==> src/rtl/vga_char_pkg.sv <==
// Shared constants and types for the VGA character write scheduler.
//   CHAR_W       character code width
//   SCREEN_COLS  text columns, SCREEN_ROWS text rows
//   DEF_CELLS    default number of screen cells covered by a fill
//   sched_state_e  scheduler state: IDLE (requesters arbitrated) / FILL
package vga_char_pkg;
  localparam int CHAR_W      = 8;
  localparam int SCREEN_COLS = 80;
  localparam int SCREEN_ROWS = 30;
  localparam int DEF_CELLS   = SCREEN_COLS * SCREEN_ROWS;

  typedef enum logic [0:0] {
    IDLE = 1'b0,
    FILL = 1'b1
  } sched_state_e;
endpackage

==> src/rtl/vga_char_write_sched_if.sv <==
// Requester bus plus the single character-RAM write port.
//   req_valid_i / req_char_i / req_addr_i : per-requester write, packed by index
//   req_ready_o                           : one-hot grant back to requesters
//   char_o / addr_o / wen_o               : write port into vgachargen_wrapper
// master = requester/port side, slave = scheduler side.
interface vga_char_write_sched_if
  import vga_char_pkg::*;
#(
  parameter int NREQ   = 2,
  parameter int ADDR_W = 13
);
  logic [NREQ-1:0]        req_valid_i;
  logic [NREQ*CHAR_W-1:0] req_char_i;
  logic [NREQ*ADDR_W-1:0] req_addr_i;
  logic [NREQ-1:0]        req_ready_o;
  logic [CHAR_W-1:0]      char_o;
  logic [ADDR_W-1:0]      addr_o;
  logic                   wen_o;

  modport master (
    output req_valid_i, req_char_i, req_addr_i,
    input  req_ready_o, char_o, addr_o, wen_o
  );
  modport slave (
    input  req_valid_i, req_char_i, req_addr_i,
    output req_ready_o, char_o, addr_o, wen_o
  );
endinterface

==> src/rtl/vga_char_rr_arb.sv <==
// NREQ-wide round-robin arbiter.
//   clk_i, rstn_i : clock, async active-low reset
//   req_i         : request vector
//   advance_i     : a grant was consumed this cycle; move the pointer past it
//   gnt_o         : one-hot grant (combinational)
// The pointer holds the first index searched; it resets to 0 and moves to
// (winner+1) mod NREQ only when advance_i is set.
module vga_char_rr_arb #(
  parameter int NREQ = 2
) (
  input  logic            clk_i,
  input  logic            rstn_i,
  input  logic [NREQ-1:0] req_i,
  input  logic            advance_i,
  output logic [NREQ-1:0] gnt_o
);
  localparam int PW = (NREQ > 1) ? $clog2(NREQ) : 1;

  logic [PW-1:0] ptr_q, ptr_d, gidx;
  logic          found;

  // Two passes instead of a modulo: indices >= ptr first, then the wrap.
  always_comb begin
    gnt_o = '0;
    gidx  = ptr_q;
    found = 1'b0;
    for (int j = 0; j < NREQ; j++) begin
      if (!found && req_i[j] && (j >= int'(ptr_q))) begin
        found    = 1'b1;
        gnt_o[j] = 1'b1;
        gidx     = PW'(j);
      end
    end
    for (int j = 0; j < NREQ; j++) begin
      if (!found && req_i[j] && (j < int'(ptr_q))) begin
        found    = 1'b1;
        gnt_o[j] = 1'b1;
        gidx     = PW'(j);
      end
    end
    ptr_d = ptr_q;
    if (advance_i && found)
      ptr_d = (gidx == PW'(NREQ-1)) ? '0 : gidx + 1'b1;
  end

  always_ff @(posedge clk_i or negedge rstn_i)
    if (!rstn_i) ptr_q <= '0;
    else         ptr_q <= ptr_d;
endmodule

==> src/rtl/vga_char_write_sched.sv <==
// Character write scheduler: sole driver of the vgachargen_wrapper write port.
//   clk_i, rstn_i  : clock, async active-low reset
//   bus            : requester handshake + write port (vga_char_write_sched_if.slave)
//   fill_start_i   : pulse, start a screen fill (IDLE only)
//   fill_char_i    : fill character, sampled with an accepted fill_start_i
//   fill_busy_o    : fill in progress
//   fill_done_o    : one-cycle pulse the cycle after the last fill write
// Optional feature macro: VGA_CHAR_FILL_EN enables the screen-fill sequencer.
// Without it the FSM never leaves IDLE and the fill outputs stay 0.
module vga_char_write_sched
  import vga_char_pkg::*;
#(
  parameter int NREQ   = 2,
  parameter int ADDR_W = 13,
  parameter int CELLS  = DEF_CELLS
) (
  input  logic               clk_i,
  input  logic               rstn_i,
  vga_char_write_sched_if.slave bus,
  input  logic               fill_start_i,
  input  logic [CHAR_W-1:0]  fill_char_i,
  output logic               fill_busy_o,
  output logic               fill_done_o
);
  localparam logic [ADDR_W-1:0] LAST = ADDR_W'(CELLS - 1);

  sched_state_e      state_q;
  logic [CHAR_W-1:0] char_q;
  logic [ADDR_W-1:0] addr_q;
  logic              wen_q, busy_q, done_q;

  logic [NREQ-1:0]   arb_req, gnt;
  logic              fill_go, xfer;
  logic [CHAR_W-1:0] sel_char;
  logic [ADDR_W-1:0] sel_addr;

`ifdef VGA_CHAR_FILL_EN
  assign fill_go = (state_q == IDLE) && fill_start_i;
`else
  assign fill_go = 1'b0;
  logic unused_fill;
  assign unused_fill = ^{fill_start_i, fill_char_i};
`endif

  // Requesters see no grant while the fill owns the port or is being started.
  assign arb_req = ((state_q == IDLE) && !fill_go) ? bus.req_valid_i : '0;
  assign xfer    = |gnt;

  vga_char_rr_arb #(.NREQ(NREQ)) u_arb (
    .clk_i     (clk_i),
    .rstn_i    (rstn_i),
    .req_i     (arb_req),
    .advance_i (xfer),
    .gnt_o     (gnt)
  );

  always_comb begin
    sel_char = '0;
    sel_addr = '0;
    for (int j = 0; j < NREQ; j++) begin
      if (gnt[j]) begin
        sel_char = bus.req_char_i[CHAR_W*j +: CHAR_W];
        sel_addr = bus.req_addr_i[ADDR_W*j +: ADDR_W];
      end
    end
  end

  // addr_q doubles as the fill counter: during FILL it always holds the
  // address currently on the port, and char_q holds the latched fill char.
  always_ff @(posedge clk_i or negedge rstn_i) begin
    if (!rstn_i) begin
      state_q <= IDLE;
      char_q  <= '0;
      addr_q  <= '0;
      wen_q   <= 1'b0;
      busy_q  <= 1'b0;
      done_q  <= 1'b0;
    end else begin
      wen_q  <= 1'b0;
      done_q <= 1'b0;
      case (state_q)
        IDLE: begin
          if (fill_go) begin
            // first fill write goes out on the very next cycle
            state_q <= FILL;
            busy_q  <= 1'b1;
            char_q  <= fill_char_i;
            addr_q  <= '0;
            wen_q   <= 1'b1;
          end else if (xfer) begin
            char_q <= sel_char;
            addr_q <= sel_addr;
            wen_q  <= 1'b1;
          end
        end
        FILL: begin
          if (addr_q == LAST) begin
            state_q <= IDLE;
            busy_q  <= 1'b0;
            done_q  <= 1'b1;
          end else begin
            addr_q <= addr_q + 1'b1;
            wen_q  <= 1'b1;
          end
        end
        default: state_q <= IDLE;
      endcase
    end
  end

  assign bus.req_ready_o = gnt;
  assign bus.char_o      = char_q;
  assign bus.addr_o      = addr_q;
  assign bus.wen_o       = wen_q;
  assign fill_busy_o     = busy_q;
  assign fill_done_o     = done_q;
endmodule

==> src/flat_wrapper.sv <==
// flat-port wrapper written by rule: the top's interface ports become plain ports
module vga_char_write_sched_flat import vga_char_pkg::*;
#(
  parameter int NREQ   = 2,
  parameter int ADDR_W = 13,
  parameter int CELLS  = DEF_CELLS
)
  (clk_i, rstn_i, fill_start_i, fill_char_i, fill_busy_o, fill_done_o, bus_req_valid_i, bus_req_char_i, bus_req_addr_i, bus_req_ready_o, bus_char_o, bus_addr_o, bus_wen_o);
  vga_char_write_sched_if #(.NREQ(NREQ), .ADDR_W(ADDR_W)) bus_i ();
  input  logic clk_i;
  input  logic rstn_i;
  input  logic fill_start_i;
  input  logic [CHAR_W-1:0] fill_char_i;
  output logic fill_busy_o;
  output logic fill_done_o;
  input wire logic [$bits(bus_i.req_valid_i)-1:0] bus_req_valid_i;
  input wire logic [$bits(bus_i.req_char_i)-1:0] bus_req_char_i;
  input wire logic [$bits(bus_i.req_addr_i)-1:0] bus_req_addr_i;
  output wire logic [$bits(bus_i.req_ready_o)-1:0] bus_req_ready_o;
  output wire logic [$bits(bus_i.char_o)-1:0] bus_char_o;
  output wire logic [$bits(bus_i.addr_o)-1:0] bus_addr_o;
  output wire logic [$bits(bus_i.wen_o)-1:0] bus_wen_o;
  assign bus_i.req_valid_i = bus_req_valid_i;
  assign bus_i.req_char_i = bus_req_char_i;
  assign bus_i.req_addr_i = bus_req_addr_i;
  assign bus_req_ready_o = bus_i.req_ready_o;
  assign bus_char_o = bus_i.char_o;
  assign bus_addr_o = bus_i.addr_o;
  assign bus_wen_o = bus_i.wen_o;
  vga_char_write_sched #(.NREQ(NREQ), .ADDR_W(ADDR_W), .CELLS(CELLS)) u_core (.clk_i(clk_i), .rstn_i(rstn_i), .bus(bus_i), .fill_start_i(fill_start_i), .fill_char_i(fill_char_i), .fill_busy_o(fill_busy_o), .fill_done_o(fill_done_o));
endmodule
==> config.mk <==
export PLATFORM = sky130hd
export DESIGN_NAME = vga_char_write_sched_flat
export DESIGN_NICKNAME = d
export VERILOG_FILES = /design/src/rtl/vga_char_pkg.sv /design/src/rtl/vga_char_write_sched_if.sv /design/src/rtl/vga_char_rr_arb.sv /design/src/rtl/vga_char_write_sched.sv /design/src/flat_wrapper.sv
export SDC_FILE = /design/constraint.sdc
export NUM_CORES = 1
export LEC_CHECK = 0
export ABC_AREA = 1
export CORE_MARGIN = 2
export CORE_UTILIZATION = 42
export DETAILED_ROUTE_END_ITERATION = 16
export PLACE_DENSITY = 0.82
export SLEW_MARGIN = 15
export SYNTH_ARGS = -nofsm -noshare
export SYNTH_HDL_FRONTEND = slang
export SYNTH_SLANG_ARGS = --single-unit
==> constraint.sdc <==
create_clock -name clk_i -period 3.9 [get_ports clk_i]
set_input_delay 0.78 -clock clk_i [delete_from_list [all_inputs] [get_ports clk_i]]
set_output_delay 0.78 -clock clk_i [all_outputs]
set_load 0.005 [all_outputs]
==> metrics.txt <==
status complete, no violations; Filler Cell Count 331; Clock transition at path regs 0.08 ns; Core ar. 0.00361 mm²; WP depth 6; footprint of the multi-input gates 783 µm²; DIE AREA 0.00418 mm²; Unique masters post-synth 29; Yosys top cell area share 40.5%; RSZ-0062 raised after global routing no; Largest stage delay, worst path 0.51 ns; post-layout minimum cycle time 2.92 ns; CTS buffer count 3; CP top delay family buffers and inverters; number of synthesized flops with an enable pin 0; FF/Latch Area 626 µm²; vias in the first global route 1592; Worst EP required 3.12 ns; critical path launch point type primary input; Clock Latency Late Sink 0.27 ns; dominant cells by area after synthesis dfrtp_1, nand2_1, nand3_1; Area Growth Syn to Fin 50.2%; Slew Limit Fails 0; synth cell count leaders nand2_1, nand3_1, dfrtp_1, inv_1, nor2_1; GP Congestion 0.821; CP arrival 2.14 ns; gr ovfl total 0; Worst R2R Path Depth 10; fmax 342 MHz; # Post-CTS Setup Buffers 0; Total GRT Usage 20.9%; crit share post-route 74.9%; crit end category output pin; post-detail-place hpwl 2.97 mm; crit path cell chain clkdlybuf4s50_1 -> inv_1 -> nor2_1 -> nand2_1 -> inv_1 -> clkdlybuf4s50_1; max-cap violation count 0; number of top-level pins 81; Initial Utilization 42.9%; Final setup viols 0; hold depth 2; Placed Instances 336; VDD IR-drop max 0.000132 V; WL/cell 12.1 µm; #FFs+latches synth 25; Crit path buffers/inverters 4; Final Hold Viols 0; Synth Cell Area 0.00155 mm²; Mean Syn Cell Area 6.93 µm²; maximum clock insertion buffer count 2; clock sink total 25; Critical Path Slowest Stage Cell clkdlybuf4s50_1; First DRT Iteration DRCs 54; largest net degree at the start of global routing 26; via count 1683; Final Skew 0.00453 ns; Final Routed Wirelength 4.11 mm; Chip Height 64.7 µm; Cell Rows 22; global-route wire length before repair 6.98 mm; number of non-filler instances in the completed layout 340; initial antenna violation count 0; H-tree depth 1; Resized cells post-CTS 0; Vias/cell 4.95; HP Class flip-flop to flip-flop; post-synthesis cell count 223; Tightest Pin Transition 0.529 ns; clock root buffer clkbuf_8; PD cells 293 mW/mm²; n_diodes 0; # DRC 0; most numerous cell in the Yosys netlist nand2_1; Synth warnings 0; TritonRoute pass-1 iters 4; Syn Nets 279; Top FF cell, synth dfrtp_1; CTS tree built; Synth area leader dfrtp_1; die width 64.7 µm; CTS Hold Buffers Added 0; Port Buffer Count 70; Max FO, Critical Path 3; Antenna Nets Post-Route 0; layout cells sized above 1 5.14%; Async SR Flop Fraction 100%; Critical Setup Path Class primary input to output pin; TNS Setup 0 ns; Seq/Total Area, Yosys 40.5%; final net count 349; cell leakage power 1.05 nW; slew margin rel. 64.7%
==> stage by stage <==
step | setup slack (ns) | power [W] | utilization, % | hold WS, ns | instance area (µm²)
3_5_place_dp | 0.971 | 0.000534 | 63.2 | 0.483 | 2280
2_1_floorplan | 1.83 | 0.000403 | - | 0.484 | 1550
6_report | 0.979 | 0.000681 | 64.4 | 0.510 | 2320
5_1_grt | 0.876 | 0.000730 | 64.4 | 0.541 | 2320
4_1_cts | 0.962 | 0.000687 | 64.4 | 0.512 | 2320
3_3_place_gp | 0.984 | 0.000530 | 63.2 | 0.481 | 2280
==> worst reg2reg max path, stage by stage, from the launching register on <==
cell	delay (ns)
dfrtp_1	0.45
ha_1	0.22
nand2_2	0.09
inv_2	0.08
nand2_2	0.06
nor2_1	0.08
nand3_1	0.08
nand2_2	0.25
nand2_4	0.16
nand2_1	0.10
o21ai_1	0.06
==> state kept, by name, summed over array words and instances (netlist names) <==
| signal | flops |
|---|---|
| u_core.state_q | 1 |
| u_core.bus.wen_o | 1 |
| u_core.bus.char_o | 8 |
| u_core.bus.addr_o | 13 |
| u_core.fill_done_o | 1 |
| u_core.u_arb.ptr_q | 1 |
==> power by group <==
group	switching (W)	internal (W)	total (W)
clock	0.0000802	0.0000730	0.000153
combinational	0.0000842	0.000122	0.000207
sequential	0.0000338	0.000287	0.000321
==> layer usage <==
layer / track usage (%) / share of wire (%) / vias up
met3: 4.34 / 7.6 / 4
met5: 0 / 0 / -
met4: 5.05 / 0.70 / 0
met1: 26.7 / 44 / 752
li1: - / - / 860
met2: 36.3 / 47 / 67
==> cells in the final DEF, fill, tap and decap left out, types with 4 or more instances in the layout <==
| master | instances |
|---|---|
| a21oi_1 | 6 |
| buf_4 | 4 |
| clkdlybuf4s50_1 | 70 |
| dfrtp_1 | 25 |
| inv_1 | 20 |
| nand2_1 | 73 |
| nand3_1 | 40 |
| nor2_1 | 16 |
| o21ai_0 | 7 |
==> kinds of logic after synthesis <==
logic type / synth area share (%)
AOI/OAI and AO/OA: 9.06
xor gates and xnor gates: 0.566
adders and majority gates: 0.809
buffers and inverters: 8.90
DFF: 40.5
other: 0.242
and+or+nand+nor: 40.0
==> final timing paths <==
path	start	end	slack, ns
worst min-delay path	u_core.bus.char_o[6]	u_core.bus.char_o[6]	0.51
min in group asynchronous	rstn_i	u_core.bus.char_o[3]	0.86
worst max-delay path	bus_req_valid_i[1]	bus_req_ready_o[1]	0.98
max in group asynchronous	rstn_i	u_core.bus.addr_o[1]	2.78
worst max register to register	u_core.bus.addr_o[0]	u_core.bus.addr_o[3]	2.15
worst min register to register	u_core.bus.char_o[6]	u_core.bus.char_o[6]	0.51
==> area by class of cell <==
type,count,share of cell area [%]
clock buffers,4,1.94
inverters,21,3.39
multi-input cells,168,33.7
flip-flops and latches,25,26.9
well taps,48,2.58
repair buffers,74,31.4
Note: power is estimated with default switching activity, not from simulation.
